==> src/rtl/scr1_dmem_tcm_resp_pkg.sv <==
// Shared types and defaults for the SCR1 dmem TCM responder.
// Holds the memory-interface enums, window defaults and the alignment helper.
package scr1_dmem_tcm_resp_pkg;

  localparam int SCR1_DMEM_AWIDTH = 32;
  localparam int SCR1_DMEM_DWIDTH = 32;
  localparam int SCR1_TCM_AWIDTH  = 14;
  localparam logic [31:0] SCR1_TCM_BASE = 32'hF000_0000;

  typedef enum logic {
    SCR1_MEM_CMD_RD = 1'b0,
    SCR1_MEM_CMD_WR = 1'b1
  } type_scr1_mem_cmd_e;

  typedef enum logic [1:0] {
    SCR1_MEM_WIDTH_BYTE  = 2'b00,
    SCR1_MEM_WIDTH_HWORD = 2'b01,
    SCR1_MEM_WIDTH_WORD  = 2'b10,
    SCR1_MEM_WIDTH_ERROR = 2'b11
  } type_scr1_mem_width_e;

  typedef enum logic [1:0] {
    SCR1_MEM_RESP_NOTRDY = 2'b00,
    SCR1_MEM_RESP_RDY_OK = 2'b01,
    SCR1_MEM_RESP_RDY_ER = 2'b10
  } type_scr1_mem_resp_e;

  typedef enum logic [1:0] {
    TCM_IDLE   = 2'd0,
    TCM_ACCESS = 2'd1,
    TCM_WAIT   = 2'd2,
    TCM_RESP   = 2'd3
  } tcm_state_e;

  // The reserved width encoding is treated as misaligned so it errors out.
  function automatic logic misaligned(input type_scr1_mem_width_e width,
                                      input logic [1:0] offset);
    logic bad;
    case (width)
      SCR1_MEM_WIDTH_BYTE:  bad = 1'b0;
      SCR1_MEM_WIDTH_HWORD: bad = offset[0];
      SCR1_MEM_WIDTH_WORD:  bad = (offset != 2'b00);
      default:              bad = 1'b1;
    endcase
    return bad;
  endfunction

endpackage

==> src/rtl/scr1_dmem_tcm_resp_lane_align.sv <==
// Byte-lane steering: request-side byte enables and replicated write data,
// response-side right-alignment and zero-extension of the SRAM word.
module scr1_dmem_tcm_resp_lane_align
  import scr1_dmem_tcm_resp_pkg::*;
(
  input  type_scr1_mem_width_e req_width,
  input  logic [1:0]           req_offset,
  input  logic [31:0]          req_wdata,
  output logic [3:0]           be,
  output logic [31:0]          lane_wdata,
  input  type_scr1_mem_width_e rsp_width,
  input  logic [1:0]           rsp_offset,
  input  logic [31:0]          rsp_word,
  output logic [31:0]          rsp_data
);

  logic [31:0] shifted;

  always_comb begin
    be         = 4'h0;
    lane_wdata = req_wdata;
    case (req_width)
      SCR1_MEM_WIDTH_BYTE: begin
        be         = 4'b0001 << req_offset;
        lane_wdata = {4{req_wdata[7:0]}};
      end
      SCR1_MEM_WIDTH_HWORD: begin
        be         = 4'b0011 << req_offset;
        lane_wdata = {2{req_wdata[15:0]}};
      end
      SCR1_MEM_WIDTH_WORD: be = 4'hF;
      default: ;
    endcase
  end

  always_comb begin
    shifted = rsp_word >> {rsp_offset, 3'b000};
    case (rsp_width)
      SCR1_MEM_WIDTH_BYTE:  rsp_data = {24'h0, shifted[7:0]};
      SCR1_MEM_WIDTH_HWORD: rsp_data = {16'h0, shifted[15:0]};
      default:              rsp_data = shifted;
    endcase
  end

endmodule

==> src/rtl/scr1_dmem_tcm_resp.sv <==
// dmem responder for the SCR1 LSU backed by a single-port synchronous TCM.
// Handshake: a request transfers on a cycle with dmem_req & dmem_req_ack; dmem_resp is non-NOTRDY for exactly one cycle per transfer.
module scr1_dmem_tcm_resp
  import scr1_dmem_tcm_resp_pkg::*;
#(
  parameter int          TCM_AWIDTH  = SCR1_TCM_AWIDTH,
  parameter logic [31:0] TCM_BASE    = SCR1_TCM_BASE,
  parameter int          WAIT_CYCLES = 0
) (
  input  logic                        clk,
  input  logic                        rst_n,
  input  logic                        dmem_req,
  input  type_scr1_mem_cmd_e          dmem_cmd,
  input  type_scr1_mem_width_e        dmem_width,
  input  logic [SCR1_DMEM_AWIDTH-1:0] dmem_addr,
  input  logic [SCR1_DMEM_DWIDTH-1:0] dmem_wdata,
  output logic                        dmem_req_ack,
  output logic [SCR1_DMEM_DWIDTH-1:0] dmem_rdata,
  output type_scr1_mem_resp_e         dmem_resp,
  output logic                        sram_ce,
  output logic                        sram_we,
  output logic [3:0]                  sram_be,
  output logic [TCM_AWIDTH-1:0]       sram_addr,
  output logic [31:0]                 sram_wdata,
  input  logic [31:0]                 sram_rdata
);

  // 33-bit bounds so a window at the top of the address space cannot wrap.
  localparam logic [32:0] WIN_LO    = {1'b0, TCM_BASE};
  localparam logic [32:0] WIN_HI    = WIN_LO + (33'd4 << TCM_AWIDTH);
  localparam logic [1:0]  WAIT_LAST = 2'(WAIT_CYCLES - 1);

  tcm_state_e           state;
  logic [1:0]           wait_cnt;
  type_scr1_mem_cmd_e   lat_cmd;
  type_scr1_mem_width_e lat_width;
  logic [1:0]           lat_offset;
  logic                 lat_err;
  logic [31:0]          rd_buf;

  logic        accept;
  logic        in_window;
  logic        req_err;
  logic [3:0]  req_be;
  logic [31:0] req_lane_wdata;
  logic [31:0] rd_word;
  logic [31:0] rd_aligned;

  assign dmem_req_ack = (state == TCM_IDLE) || (state == TCM_RESP);
  assign accept       = dmem_req & dmem_req_ack;
  assign in_window    = ({1'b0, dmem_addr} >= WIN_LO) && ({1'b0, dmem_addr} < WIN_HI);
  assign req_err      = !in_window || misaligned(dmem_width, dmem_addr[1:0]);

  // Without wait states the SRAM word is still valid in RESP and is used directly.
  assign rd_word = (WAIT_CYCLES == 0) ? sram_rdata : rd_buf;

  scr1_dmem_tcm_resp_lane_align u_lane_align (
    .req_width  (dmem_width),
    .req_offset (dmem_addr[1:0]),
    .req_wdata  (dmem_wdata),
    .be         (req_be),
    .lane_wdata (req_lane_wdata),
    .rsp_width  (lat_width),
    .rsp_offset (lat_offset),
    .rsp_word   (rd_word),
    .rsp_data   (rd_aligned)
  );

  always_ff @(posedge clk or negedge rst_n) begin
    if (!rst_n) begin
      state      <= TCM_IDLE;
      wait_cnt   <= 2'd0;
      lat_cmd    <= SCR1_MEM_CMD_RD;
      lat_width  <= SCR1_MEM_WIDTH_BYTE;
      lat_offset <= 2'd0;
      lat_err    <= 1'b0;
      rd_buf     <= 32'h0;
      sram_ce    <= 1'b0;
      sram_we    <= 1'b0;
      sram_be    <= 4'h0;
      sram_addr  <= '0;
      sram_wdata <= 32'h0;
    end else begin
      sram_ce <= 1'b0;
      if (accept) begin
        lat_cmd    <= dmem_cmd;
        lat_width  <= dmem_width;
        lat_offset <= dmem_addr[1:0];
        lat_err    <= req_err;
        if (req_err) begin
          state <= TCM_RESP;
        end else begin
          state      <= TCM_ACCESS;
          sram_ce    <= 1'b1;
          sram_we    <= (dmem_cmd == SCR1_MEM_CMD_WR);
          sram_be    <= req_be;
          sram_addr  <= dmem_addr[TCM_AWIDTH+1:2];
          sram_wdata <= req_lane_wdata;
        end
      end else begin
        case (state)
          TCM_IDLE: state <= TCM_IDLE;
          TCM_ACCESS: begin
            if (WAIT_CYCLES > 0) begin
              state    <= TCM_WAIT;
              wait_cnt <= WAIT_LAST;
            end else begin
              state <= TCM_RESP;
            end
          end
          TCM_WAIT: begin
            // First WAIT cycle is the only one where the SRAM word is valid.
            if (wait_cnt == WAIT_LAST) rd_buf <= sram_rdata;
            if (wait_cnt == 2'd0) state <= TCM_RESP;
            else                  wait_cnt <= wait_cnt - 2'd1;
          end
          default: state <= TCM_IDLE;
        endcase
      end
    end
  end

  always_comb begin
    dmem_resp  = SCR1_MEM_RESP_NOTRDY;
    dmem_rdata = '0;
    if (state == TCM_RESP) begin
      if (lat_err) begin
        dmem_resp = SCR1_MEM_RESP_RDY_ER;
      end else begin
        dmem_resp = SCR1_MEM_RESP_RDY_OK;
        if (lat_cmd == SCR1_MEM_CMD_RD) dmem_rdata = rd_aligned;
      end
    end
  end

endmodule
==> config.mk <==
export PLATFORM = sky130hd
export DESIGN_NAME = scr1_dmem_tcm_resp
export DESIGN_NICKNAME = d
export VERILOG_FILES = /design/src/rtl/scr1_dmem_tcm_resp_pkg.sv /design/src/rtl/scr1_dmem_tcm_resp_lane_align.sv /design/src/rtl/scr1_dmem_tcm_resp.sv
export SDC_FILE = /design/constraint.sdc
export NUM_CORES = 1
export LEC_CHECK = 0
export CORE_MARGIN = 4
export CORE_UTILIZATION = 40
export DETAILED_ROUTE_END_ITERATION = 16
export PLACE_DENSITY = 0.87
export SKIP_LAST_GASP = 1
export SYNTH_ARGS = -nofsm -noshare
export SYNTH_HDL_FRONTEND = slang
export SYNTH_SLANG_ARGS = --single-unit
==> constraint.sdc <==
create_clock -name clk -period 2.8 [get_ports clk]
set_input_delay 0.56 -clock clk [delete_from_list [all_inputs] [get_ports clk]]
set_output_delay 0.56 -clock clk [all_outputs]
set_load 0.005 [all_outputs]
==> metrics.txt, run 1 <==
Worst-Margin Slew around 0.65 ns; Syn. warnings 0; Mean Syn Cell Area about 12 um^2; final setup violation count 2; die width 103 um; Mapped Area approximately 0.0036 mm^2; Crit Reg-Reg Startpoint state[1]; CP peak stage delay 0.50 ns; Max-cap violations 0; run status finished with violations; htree depth 3; Synth Area in Simple Gates 0.113; residual DRC count 0; Lkg Pwr 0.00278 uW; ys flop type dfrtp_1; Sw Pwr roughly 900 uW; number of synthesized flops with an enable pin 0; async set-reset flop share out of synthesis 1.00; Distinct cells, synth 34; largest net degree at the start of global routing 37; mux contribution to synthesized area 0.338; Clock power frac 0.303; peak supply drop 0.256 mV; main area contributors after synthesis dfrtp_1 (43%), mux2_4 (16%), mux2_2 (7.7%); combinational share of power 0.344; Post-Route WL between 10 and 15 mm; Final Util 0.696; Max Clock Skew between 0.015 and 0.02 ns; TritonRoute pass-1 iters 4; CTS Root Buffer Type clkbuf_8; Hold Crit Class input port to asynchronous set/reset pin; routed wl met2 approximately 5.8 mm; DR top layer met4; Slowest-stage cell, CP clkdlybuf4s50_1; WL met3 1.02 mm; fin crit share 1.01; detailed-route via count 3296; Compound-Gate Fraction of Synth Area 0.0738; critical path startpoint state[1]; deepest clock path buffer count 2; post-synthesis xor/xnor area fraction 0.00240; Max Fclk 352 MHz; worst-path fanout max 9; most frequent cells in the layout clkdlybuf4s50_1 (161), dfrtp_1 (61), mux2_4 (40), mux2i_1 (26), nor2_1 (26); Yosys top cell area share 0.426; I/O pins 189; fin cells 630; Layout area overhead 68.1%; port bufs about 190; Pwr Density 475 mW/mm^2; commonest non-fill, non-tap cell in the layout clkdlybuf4s50_1; Total Die Area between 0.01 and 0.015 mm^2; number of global-route vias before repair roughly 3500; failing checks negative setup slack; combinational family with the most area after synthesis multiplexers; Yosys top cell by area dfrtp_1; global-route wire length before repair 16.9 mm; Sequential Power Share 0.353; Slew Limit Headroom 0.569; Antenna Nets Post-Route 0; unrepaired setup endpoints after global routing true; final worst slack -0.0392 ns; CTS Hold Bufs 0; sequential fraction of the synthesis area 0.426; number of synthesized register bits 62; Clock Latency Late Sink 0.33 ns; Syn Nets a little over 400; Clock Pin Slew Worst Setup and Hold Paths 0.08 ns; GRT overflow 0; die height around 100 um; initial antenna violation count 0; Antenna diodes 0; Hold Fails Final Rpt 0; post-synthesis instance total approximately 300; core area 0.00881 mm^2; P_int approximately 2000 uW; M1 WL 4.32 mm; Avg WL per Cell between 15 and 20 um; Final nets 622; CTS tree done; switching part of the total 0.306; element type at the critical path start flip-flop; Initial Util 0.414; CP Class flip-flop to primary output; CTS Sinks 62; Critical Path, Cell by Cell ha_2 > or3b_4 > buf_4 > o21bai_4 > nor2_1 > clkdlybuf4s50_1; Final Slew Violations 0; row cnt 34; cts bufs inserted 9; Synth Area in Adders 0.0103; setup TNS -0.0745 ns; Worst Path Required 2.24 ns; min Tclk post-route 2.84 ns; Placer Congestion ~0.83; critical path endpoint category primary output; DP HPWL 8.59 mm; vias per cell 5.23; layout cells sized above 1 0.264; critical path arrival 2.28 ns; placed cells 604; DR iter-0 viols 72; GRT Total Usage 0.203
## synth_stat cells (4+ instances only)
| cell | n |
|---|---|
| a211oi_1 | 16 |
| a21oi_1 | 10 |
| and2_1 | 9 |
| buf_1 | 4 |
| buf_6 | 6 |
| clkbuf_1 | 8 |
| dfrtp_1 | 62 |
| mux2_1 | 8 |
| mux2_2 | 25 |
| mux2_4 | 40 |
| mux2i_1 | 26 |
| nand2_1 | 12 |
| nor2_1 | 27 |
| nor2b_1 | 11 |
| o21ai_0 | 12 |
## path summary, 6_finish.rpt
kind | depth (start not counted) | endpoint | slack, ns
hold / removal | 1 | sram_wdata[7] | 0.24
setup / recovery | 6 | dmem_rdata[11] | -0.04
min in group clk | 1 | wait_cnt[0] | 0.49
setup reg to reg | 7 | sram_wdata[24] | 0.58
max in group asynchronous | 2 | lat_offset[0] | 1.91
hold reg to reg | 1 | wait_cnt[0] | 0.49
## timing repair
action                     4_1_cts  5_1_grt
resized for setup               52       30
pin swaps                       11        3
gates cloned                     0        0
buffers inserted                 7        3
setup endpoints to repair       26       23
## state kept, by name, indices dropped and copies added (netlist names)
| signal | flops |
|---|---|
| state | 2 |
| lat_err | 1 |
| sram_wdata | 32 |
| lat_offset | 2 |
| lat_width | 2 |
| lat_cmd | 1 |
| sram_be | 4 |
| sram_we | 1 |
| sram_ce | 1 |
| wait_cnt | 2 |
| sram_addr | 14 |
## through the flow
stage	worst slack (ns)	hold WS (ns)	cell area, um^2	power (uW)
after floorplan	0.390	0.264	3640	1540
after global placement	0.0401	0.462	5760	1940
after detailed placement	-0.0512	0.475	5760	1970
after CTS	-0.117	0.242	6050	2910
after global routing	-0.131	0.265	6130	3060
final	-0.0392	0.237	6130	2910
## critical path: cells and delay by family (launching register included)
family	cells	cell delay (ns)
AND/OR/NAND/NOR	2	0.50
flip-flops	1	0.37
buffers and inverters	2	0.69
adder cells (fa/ha/maj)	1	0.18
AO/OA/AOI/OAI	1	0.22
## cells by family (layout without fill, tap and decap cells)
group           count (synthesis)  count (layout)
flops                          62              62
buf+inv                        23             237
simple gates                   77              77
fa+ha+maj                       3               3
mux                            99              99
xor+xnor                        1               1
compound gates                 43              43
## metal layers
metal	up-vias	global-route usage
li1	1520	-
met1	1617	0.218
met2	142	0.375
met3	17	0.0624
met4	0	0.0687
met5	-	0
## layout make-up
cell class,instances,area [um^2]
Clock buffer,10,138
Tap cell,108,135
Fill cell,631,2680
Sequential cell,62,1550
Inverter,3,11.3
Clock inverter,6,85.1
Timing Repair Buffer,218,2190
Multi-Input combinational cell,223,2010
## power groups by stage
stage,registers [uW],clock network [uW],logic (uW)
4_1_cts,1030,903,982
2_1_floorplan,985,0,552
5_1_grt,1040,940,1090
3_5_place_dp,1040,0,934
6_report,1030,881,1000
3_3_place_gp,1030,0,909
Power figures use the tool's default switching activity.
==> inputs of run 2 (changes only) <==
--- a/config.mk
+++ b/config.mk
@@ -5,6 +5,8 @@
 export SDC_FILE = /design/constraint.sdc
 export NUM_CORES = 1
 export LEC_CHECK = 0
+export CAP_MARGIN = 0
+export CORE_ASPECT_RATIO = 1.5
 export CORE_MARGIN = 4
 export CORE_UTILIZATION = 40
 export DETAILED_ROUTE_END_ITERATION = 16
==> metrics.txt, run 2 (synthesized netlist as in run 1, its figures left out) <==
Worst Path Required 2.24 ns (about the same); Crit Reg-Reg Startpoint state[1]; Design Power 3200 uW (+9.8%); Largest Register sram_wdata; deepest clock path buffer count 2 (unchanged); Total Die Area 0.0107 mm^2 (+0.30%); CTS Sinks 62 (unchanged); Antenna diodes 0 (unchanged); Post-Route WL 11.4 mm (+0.90%); global-route wire length before repair 17.9 mm (+6.3%); die width 85.9 um (-17%); layout cells sized above 1 0.229 (-0.0357); Hold Crit Class input port to asynchronous set/reset pin; Worst-Margin Slew 0.733 ns (+0.0868 ns); Initial Util 0.410 (-0.00350); initial antenna violation count 0 (unchanged); Clock Latency Late Sink 0.33 ns (about the same); unrepaired setup endpoints after global routing true; final worst slack -0.210 ns (-0.171 ns); row cnt 42 (+24%); met3 Usage GRT 0.0443 (-0.0180); max reg flops 32 (unchanged); element type at the critical path start flip-flop; Final Slew Violations 0 (unchanged); htree depth 3 (unchanged); Final Util 0.691 (-0.00475); critical path endpoint category primary output; I/O pins 189 (unchanged); dpl cell area 0.00567 mm^2 (-1.5%); CP Class flip-flop to primary output; Design Area, Final 0.00614 mm^2 (+0.16%); Antenna Nets Post-Route 0 (unchanged); critical path startpoint state[0]; GR peak layer met2; pre-CTS setup slack 0.0111 ns (+0.0622 ns); Hold Fails Final Rpt 0 (unchanged); Crit Reg-Reg Endpoint sram_wdata[22]; FF-to-FF path depth 6 (-1); CTS tree done; largest net degree at the start of global routing 54 (+46%); final setup violation count 10 (+8); cts bufs inserted 9 (unchanged); Reg2Reg Setup Slack 0.54 ns (-0.04 ns); failing checks negative setup slack; TritonRoute pass-1 iters 6 (+2); peak supply drop 0.333 mV (+30%); run status finished with violations; fin crit share 1.08 (+0.0611); Clock Pin Slew Worst Setup and Hold Paths 0.06 ns (-0.02 ns); most frequent cells in the layout clkdlybuf4s50_1 (165), dfrtp_1 (62), mux2_4 (40), mux2i_1 (26); Final nets 616 (-0.96%); P_int 2270 uW (+12%); Sw Pwr 928 uW (+4.2%); DP HPWL 8.50 mm (-1.1%); number of global-route vias before repair 3603 (+1.7%); DR iter-0 viols 126 (+75%); min Tclk post-route 3.01 ns (+0.171 ns); commonest non-fill, non-tap cell in the layout clkdlybuf4s50_1; Clock power frac 0.381 (+0.078); met1 Use GR 0.221 (+0.00316); Max Fclk 332 MHz (-5.7%); Lkg Pwr 0.00290 uW (+4.5%); vias per cell 5.23 (about the same); critical path arrival 2.45 ns (+0.17 ns); GRT overflow 0 (unchanged); Max-cap violations 0 (unchanged); Placer Congestion 0.890 (+7.2%); global routing usage on met2 0.391 (+0.0157); worst-path fanout max 5 (-4); Pwr Density 521 mW/mm^2 (+9.6%); CTS Root Buffer Type clkbuf_16; GRT Total Usage 0.212 (+0.00892); Avg WL per Cell 18.2 um (+1.5%); Slew Limit Headroom 0.511 (-0.0579); Layout area overhead 68.3%; setup TNS -0.686 ns (-0.612 ns); detailed-route via count 3277 (-0.58%); Max Clock Skew 0.00870 ns (-0.00672 ns); core area 0.00888 mm^2 (+0.85%); Sequential Power Share 0.315 (-0.038); combinational share of power 0.304 (-0.040); port bufs 188 (unchanged); switching part of the total 0.290 (-0.0155); residual DRC count 0 (unchanged); Largest regs sram_wdata x32, sram_addr x14, sram_be x4; die height 125 um (+21%)
==> run 2: cell count changes in the layout (fill, tap and decap cells not counted), moves of 2 or more <==
cell | before | now
and2_1 | 2 | 8
and2_4 | 7 | 1
buf_12 | 6 | 2
buf_6 | 11 | 1
clkbuf_16 | 0 | 9
clkbuf_8 | 10 | 1
clkdlybuf4s15_1 | 4 | 1
clkdlybuf4s50_1 | 161 | 165
clkinvlp_4 | 2 | 0
dlymetal6s2s_1 | 5 | 13
inv_6 | 0 | 3
==> run 2: worst max path at each step <==
stage,end,slack (ns)
2_1_floorplan,dmem_rdata[24],0.39
3_3_place_gp,dmem_rdata[29],0.06
3_5_place_dp,dmem_rdata[29],0.01
4_1_cts,dmem_rdata[26],-0.21
5_1_grt,dmem_rdata[24],-0.29
6_report,dmem_rdata[24],-0.21
==> run 2: cell type report <==
cell class,count,area [um^2]
Clock buffer,10,239
Clock inverter,6,91.3
Fill cell,631,2750
Inverter,3,11.3
Multi-Input combinational cell,223,2000
Sequential cell,62,1550
Tap cell,110,138
Timing Repair Buffer,212,2100
==> run 2: power groups by stage <==
stage	Sequential [uW]	Combinational [uW]	Clock (uW)
2_1_floorplan	985	552	0
3_3_place_gp	1010	885	0
3_5_place_dp	1020	914	0
4_1_cts	1010	951	1250
5_1_grt	1010	1060	1290
6_report	1010	972	1220
==> run 2: per-layer routing <==
layer / wire length, um / up-vias
li1: - / 1511
met1: 4090 / 1588
met2: 6170 / 151
met3: 824 / 27
met4: 306 / 0
met5: 0 / -
==> run 2: what timing repair did <==
item                                    CTS  global route
pin swaps                                 4             4
endpoints found under the setup margin   25            29
buffers inserted                          5             4
hold buffers                              0             0
resized for setup                        17            20
==> run 2: stage by stage <==
step | cells | hold slack [ns]
final | 626 | 0.293
after global routing | 626 | 0.335
after CTS | 622 | 0.305
after detailed placement | 601 | 0.487
after global placement | 601 | 0.461
after floorplan | 308 | 0.264
==> run 2: critical path, cell delays in order (launching register included) <==
cell	delay, ns
dfrtp_1	0.35
ha_2	0.17
or3b_4	0.37
or3b_4	0.41
nor2_4	0.17
and2_4	0.16
clkdlybuf4s50_1	0.48
